==> src/rtl/multiple_fp_pkg.sv <==
// Shared types and helpers for the multiple_fp_pipe floating-point multiplier.
package multiple_fp_pkg;

  typedef enum logic [1:0] {FP_ZERO, FP_NORM, FP_INF, FP_NAN} fp_class_t;

  localparam int FP_MAX_W = 64;

  function automatic int fp_bias(input int exp_w);
    return (1 << (exp_w - 1)) - 1;
  endfunction

  // Canonical quiet NaN, right-aligned in FP_MAX_W bits; callers slice to W.
  function automatic logic [FP_MAX_W-1:0] fp_qnan(input int exp_w, input int man_w);
    logic [FP_MAX_W-1:0] r;
    r = '0;
    for (int i = 0; i < exp_w; i++) r[man_w+i] = 1'b1;
    r[man_w-1] = 1'b1;
    return r;
  endfunction

endpackage

==> src/rtl/multiple_fp_round.sv <==
// S3 normalise / round / pack. MULTIPLE_FP_PIPE_RNE_EN selects round-to-nearest-even,
// otherwise the significand is truncated.
module multiple_fp_round
  import multiple_fp_pkg::*;
#(
  parameter int EXP_W = 8,
  parameter int MAN_W = 23,
  localparam int W   = 1 + EXP_W + MAN_W,
  localparam int SW  = MAN_W + 1,
  localparam int PW  = 2 * SW,
  localparam int EW2 = EXP_W + 2
) (
  input  logic                  sign,
  input  fp_class_t             cls,
  input  logic signed [EW2-1:0] e,
  input  logic [PW-1:0]         prod,
  output logic [W-1:0]          res
);

  localparam logic [FP_MAX_W-1:0] QNAN_FULL = fp_qnan(EXP_W, MAN_W);
  localparam logic [W-1:0]        QNAN      = QNAN_FULL[W-1:0];
  localparam logic signed [EW2-1:0] E_ZERO = '0;
  localparam logic signed [EW2-1:0] E_ONE  = EW2'(1);
  localparam logic signed [EW2-1:0] E_MAX  = EW2'({EXP_W{1'b1}});

  logic [PW-1:0]         norm;
  logic [SW-1:0]         sig;
  logic [MAN_W-1:0]      frac;
  logic signed [EW2-1:0] e_n, e_r;

  // Product lies in [1,4): left-align so the hidden bit is always norm[PW-1].
  assign norm = prod[PW-1] ? prod : {prod[PW-2:0], 1'b0};
  assign e_n  = e + (prod[PW-1] ? E_ONE : E_ZERO);
  assign sig  = norm[PW-1 -: SW];

`ifdef MULTIPLE_FP_PIPE_RNE_EN
  logic        guard, sticky, rnd_up;
  logic [SW:0] sum;
  assign guard  = norm[PW-1-SW];
  assign sticky = |norm[PW-2-SW:0];
  assign rnd_up = guard & (sticky | sig[0]);
  assign sum    = {1'b0, sig} + {{SW{1'b0}}, rnd_up};
  // Carry out means sig was all ones: result is 1.000.. with exponent + 1.
  assign frac   = sum[SW] ? sum[SW-1:1] : sum[MAN_W-1:0];
  assign e_r    = e_n + (sum[SW] ? E_ONE : E_ZERO);
`else
  logic unused_trunc;
  assign unused_trunc = ^{norm[PW-1-SW:0], sig[MAN_W]};
  assign frac = sig[MAN_W-1:0];
  assign e_r  = e_n;
`endif

  always_comb begin
    res = {sign, {(W-1){1'b0}}};
    case (cls)
      FP_NAN:  res = QNAN;
      FP_INF:  res = {sign, {EXP_W{1'b1}}, {MAN_W{1'b0}}};
      FP_ZERO: res = {sign, {(W-1){1'b0}}};
      default: begin
        if (e_r >= E_MAX)      res = {sign, {EXP_W{1'b1}}, {MAN_W{1'b0}}};
        else if (e_r > E_ZERO) res = {sign, e_r[EXP_W-1:0], frac};
      end
    endcase
  end

endmodule

==> src/rtl/multiple_fp_pipe.sv <==
// Three-stage valid/ready floating-point multiplier with sideband tag.
// Build option MULTIPLE_FP_PIPE_RNE_EN: round-to-nearest-even instead of truncation.
module multiple_fp_pipe
  import multiple_fp_pkg::*;
#(
  parameter int EXP_W = 8,
  parameter int MAN_W = 23,
  parameter int TAG_W = 4,
  localparam int W    = 1 + EXP_W + MAN_W
) (
  input  logic             clk,
  input  logic             rst,
  input  logic             in_valid,
  output logic             in_ready,
  input  logic [W-1:0]     in_a,
  input  logic [W-1:0]     in_b,
  input  logic [TAG_W-1:0] in_tag,
  output logic             out_valid,
  input  logic             out_ready,
  output logic [W-1:0]     out_data,
  output logic [TAG_W-1:0] out_tag
);

  localparam int STAGES = 3;
  localparam int SW     = MAN_W + 1;
  localparam int PW     = 2 * SW;
  localparam int EW2    = EXP_W + 2;
  localparam logic signed [EW2-1:0] BIAS_E = EW2'(fp_bias(EXP_W));

  function automatic fp_class_t classify(input logic [W-1:0] x);
    if (x[W-2 -: EXP_W] == '0)           return FP_ZERO;
    if (x[W-2 -: EXP_W] == '1)           return (x[MAN_W-1:0] == '0) ? FP_INF : FP_NAN;
    return FP_NORM;
  endfunction

  logic              adv;
  logic [STAGES:1]   vld_pipe;

  fp_class_t             cls_a, cls_b, cls_d;
  logic signed [EW2-1:0] e_d;

  logic                  s1_sign;
  fp_class_t             s1_cls;
  logic signed [EW2-1:0] s1_e;
  logic [SW-1:0]         s1_ma, s1_mb;
  logic [TAG_W-1:0]      s1_tag;

  logic                  s2_sign;
  fp_class_t             s2_cls;
  logic signed [EW2-1:0] s2_e;
  logic [PW-1:0]         s2_prod;
  logic [TAG_W-1:0]      s2_tag;

  logic [W-1:0]          rnd_res;

  assign adv       = !out_valid || out_ready;
  assign in_ready  = adv && !rst;
  assign out_valid = vld_pipe[STAGES];

  assign cls_a = classify(in_a);
  assign cls_b = classify(in_b);
  assign e_d   = $signed({2'b00, in_a[W-2 -: EXP_W]}) + $signed({2'b00, in_b[W-2 -: EXP_W]}) - BIAS_E;

  // Resolve the result class up front so later stages only carry one class.
  always_comb begin
    cls_d = FP_NORM;
    if (cls_a == FP_NAN || cls_b == FP_NAN ||
        (cls_a == FP_ZERO && cls_b == FP_INF) || (cls_a == FP_INF && cls_b == FP_ZERO))
      cls_d = FP_NAN;
    else if (cls_a == FP_INF || cls_b == FP_INF)
      cls_d = FP_INF;
    else if (cls_a == FP_ZERO || cls_b == FP_ZERO)
      cls_d = FP_ZERO;
  end

  always_ff @(posedge clk) begin
    if (rst)      vld_pipe <= '0;
    else if (adv) vld_pipe <= {vld_pipe[STAGES-1:1], in_valid};
  end

  // Datapath registers carry no reset; validity is tracked by vld_pipe.
  always_ff @(posedge clk) begin
    if (adv) begin
      s1_sign <= in_a[W-1] ^ in_b[W-1];
      s1_cls  <= cls_d;
      s1_e    <= e_d;
      s1_ma   <= {1'b1, in_a[MAN_W-1:0]};
      s1_mb   <= {1'b1, in_b[MAN_W-1:0]};
      s1_tag  <= in_tag;
      s2_sign <= s1_sign;
      s2_cls  <= s1_cls;
      s2_e    <= s1_e;
      s2_prod <= PW'(s1_ma) * PW'(s1_mb);
      s2_tag  <= s1_tag;
    end
  end

  multiple_fp_round #(.EXP_W(EXP_W), .MAN_W(MAN_W)) u_round (
    .sign (s2_sign),
    .cls  (s2_cls),
    .e    (s2_e),
    .prod (s2_prod),
    .res  (rnd_res)
  );

  always_ff @(posedge clk) begin
    if (rst) begin
      out_data <= '0;
      out_tag  <= '0;
    end else if (adv) begin
      out_data <= rnd_res;
      out_tag  <= s2_tag;
    end
  end

endmodule

==> config.mk <==
export PLATFORM = sky130hd
export DESIGN_NAME = multiple_fp_pipe
export DESIGN_NICKNAME = d
export VERILOG_FILES = /design/src/rtl/multiple_fp_pkg.sv /design/src/rtl/multiple_fp_round.sv /design/src/rtl/multiple_fp_pipe.sv
export SDC_FILE = /design/constraint.sdc
export NUM_CORES = 2
export LEC_CHECK = 0
export BUFFER_PORTS_ARGS = -buffer_cell sky130_fd_sc_hd__buf_2
export CAP_MARGIN = 10
export CORE_MARGIN = 4
export CORE_UTILIZATION = 28
export DETAILED_ROUTE_END_ITERATION = 12
export GPL_ROUTABILITY_DRIVEN = 0
export PLACE_DENSITY = 0.51
export SKIP_LAST_GASP = 1
export SYNTH_ARGS = -nofsm -noshare
export SYNTH_HDL_FRONTEND = slang
export SYNTH_SLANG_ARGS = --single-unit
==> constraint.sdc <==
create_clock -name clk -period 8.05 [get_ports clk]
set_input_delay 2.415 -clock clk [delete_from_list [all_inputs] [get_ports clk]]
set_output_delay 2.415 -clock clk [all_outputs]
set_load 0.02 [all_outputs]
==> results.yml <==
finish:
  post-route-util_pct: 31.3
  layout.cell_area.non_filler_um2: 26700
  final_layout_size_suffix_gt1_share_pct: 10.1
  flow.area_growth_from_synthesis_pct: 10.8
  layout.nets: 3304
  diodes: 0
critical_path:
  worst-setup-path-type: "reg2reg"
  critPathTopFamily: "adder cells"
  end_kind: "register"
  worstPathArrival_ps: 7660
  crit_slowest_cell: "sky130_fd_sc_hd__edfxtp_1"
  setup.worst_path.start: "s1_ma[10]"
  worstPathBufferInverterCount: 6
  critical_path.reg2reg.startpoint: "s1_ma[10]"
  critical_path_cell_by_cell: "nand2_1 -> fa_1 -> fa_1 -> inv_1 -> fa_1 -> inv_1 -> fa_1 -> inv_1 -> fa_1 -> fa_1 -> inv_1 -> fa_1 -> inv_1 -> ha_1 -> a21o_1 -> a31oi_1 -> nor3b_1 -> nor3_1 -> o41ai_2 -> buf_4 -> o31ai_1 -> o221ai_1 -> xor2_1"
  crit_path_start_kind: "register"
  worst_ep_required_time_ps: 8280
  cp_common_cell: "sky130_fd_sc_hd__fa_1"
  crit_path_max_fanout: 24
  slowest_stage_delay_on_critical_path_ps: 1090
global_routing:
  grt_overflow: 0
  first_global_vias: 18000
  use_met1_pct: 22.5
  grt_antenna_before_repair: 2
  track_usage_pct: 15.6
  globalRouteMet2Util_pct: 23.1
  grt_max_degree: 60
  gr-max-usage-layer: "met2"
  global_route_track_usage_on_met3_pct: 4.50
  first_pass_grt_wire_length_um: 108000
sta:
  max_slew_headroom_pct: 24.7
  timing.setup.tns_ps: 0
  setup_viol: 0
  post-route-period-util_pct: 92.3
  final-hold-violation-count: 0
  timing.final.max_slew_violations: 0
  timing_worst_slew_pin_value_ps: 1130
  clock_skew_ps: 19.5
  unrepaired_setup_endpoints_after_global_routing: "false"
  fin_hold_ws_ps: 419
  max_freq_mhz: 135
  finalCriticalPeriod_ps: 7430
drt:
  via_density: 4.47
  avgRoutedWirePerCell_um: 18.4
  route.detailed.drc: 0
  routed_wirelength_um: 68400
  drtPass1Iterations: 5
  detail-route-antenna-nets: 0
  vias: 16600
  detailedRoute.firstIterationViolations: 864
synthesis:
  synth_largest_type_area_fraction_pct: 40.0
  syn_area_per_cell_um2: 9.72
  synth_top_cells_by_count: "sky130_fd_sc_hd__inv_1 (589), sky130_fd_sc_hd__fa_1 (482), sky130_fd_sc_hd__nand2_1 (297), sky130_fd_sc_hd__and2_1 (242), sky130_fd_sc_hd__ha_1 (186)"
  synthesis.nets: 3222
  synth_area_leaders: "sky130_fd_sc_hd__fa_1 (40%), sky130_fd_sc_hd__edfxtp_1 (13%), sky130_fd_sc_hd__ha_1 (9.7%)"
  syn_inst: 2482
  synth-seq-cells: 144
  synth.lib_cells_used.distinct: 63
  synthesis.area_um2: 24100
  ys_warn_count: 0
  synth.yosys.seq_area_share_pct: 16.3
  postSynth.asyncResetShare_pct: 0
  dominant_synthesized_flop_cell: "sky130_fd_sc_hd__edfxtp_1"
  yosys.area.top_type: "sky130_fd_sc_hd__fa_1"
  synthMostInstantiatedCell: "sky130_fd_sc_hd__inv_1"
  count_of_flip_flops_with_a_built_in_enable_after_synthesis: 105
run:
  max_cap_violations: 0
worst_hold_path:
  worst_hold_path_type: "reg2reg"
  worstHoldStart: "s1_e[7]"
clock_network:
  cts.sink_count: 144
  postCtsHoldBufs: 0
  total_clock_buffers_created_by_cts: 17
  post-cts-setup-buffer-count: 0
  insertion_delay_ps: 480
  cts_buffer_depth: 2
  ctsHtreeMaxLevel: 4
  cts-root-buf: "sky130_fd_sc_hd__clkbuf_16"
  tritoncts_clock_tree: "done"
  clk_transition_reported_paths_ps: 80
  post_cts_gate_resize_count: 0
die:
  initial_utilization_pct: 28.3
  floorplan.die.height_um: 301
  core_um2: 85300
  num_rows: 107
  fp.dieW_um: 301
  io_pins: 110
  floorplan.die_area_um2: 90900
placed_design:
  io_buffer_count: 109
  placedInstanceArea_um2: 26100
  hpwl_reported_at_the_end_of_detailed_placement_um: 56700
status:
  outcome: "complete, no violations"
logic make-up (layout without fill, tap and decap cells):
group           count (synthesis)  in the layout  synth area share, %
buf+inv                       705            800                 11.2
simple gates                  704            704                 14.3
fa+ha+maj                     668            668                 49.7
compound gates                195            195                 5.84
flops                         144            144                 16.3
xor+xnor                       42             42                 1.53
mux                            24             24                 1.12
stage by stage:
step           instances  setup WS [ps]
6_report            3721            619
5_1_grt             3721            204
4_1_cts             3721            605
3_5_place_dp        3689            601
3_3_place_gp        3689            691
2_1_floorplan       2482           1550
cell usage in the layout (no fill, tap or decap), drive strengths merged, types with 19 or more instances in the layout:
master	synthesis	routed
nor3	22	22
and2	243	243
edfxtp	105	105
a21o	28	28
clkbuf	100	19
fa	482	482
dfxtp	39	39
inv	589	597
o21ai	23	23
a21oi	58	58
nand2	297	297
xnor2	29	29
a22oi	26	26
buf	14	177
nor2	77	77
ha	186	186
mux2	23	23
cell type report:
type | instances | area (um2)
Timing Repair Buffer | 177 | 1060
Tap cell | 1144 | 1430
Clock inverter | 13 | 145
Fill cell | 9020 | 58600
Inverter | 591 | 2220
Sequential cell | 144 | 3930
Multi-Input combinational cell | 1633 | 17500
Clock buffer | 19 | 443
routing by layer:
layer	wire, um	vias to the layer above
met4	1410	2
met2	28800	452
met5	13	-
met1	33100	8443
li1	-	7670
met3	5120	77
worst paths after layout:
check | end | slack [ps] | cells past startpoint
worst max register to register | s2_prod[46] | 620 | 23
worst min register to register | s2_e[7] | 420 | 0
worst max-delay path | s2_prod[46] | 620 | 23
worst min-delay path | s2_e[7] | 420 | 0
flip-flops by register name (all words and copies together), names as in the netlist:
signal    count
out_data     32
s2_prod      25
s1_ma        23
s1_mb        23
s1_e         10
s2_e         10
out_tag       4
s1_tag        4
s2_tag        4
vld_pipe      3
s1_cls        2
s2_cls        2
s1_sign       1
s2_sign       1
Power is not shown: default switching activity piles up to over one toggle a cycle in this logic, so the estimate is an artifact.
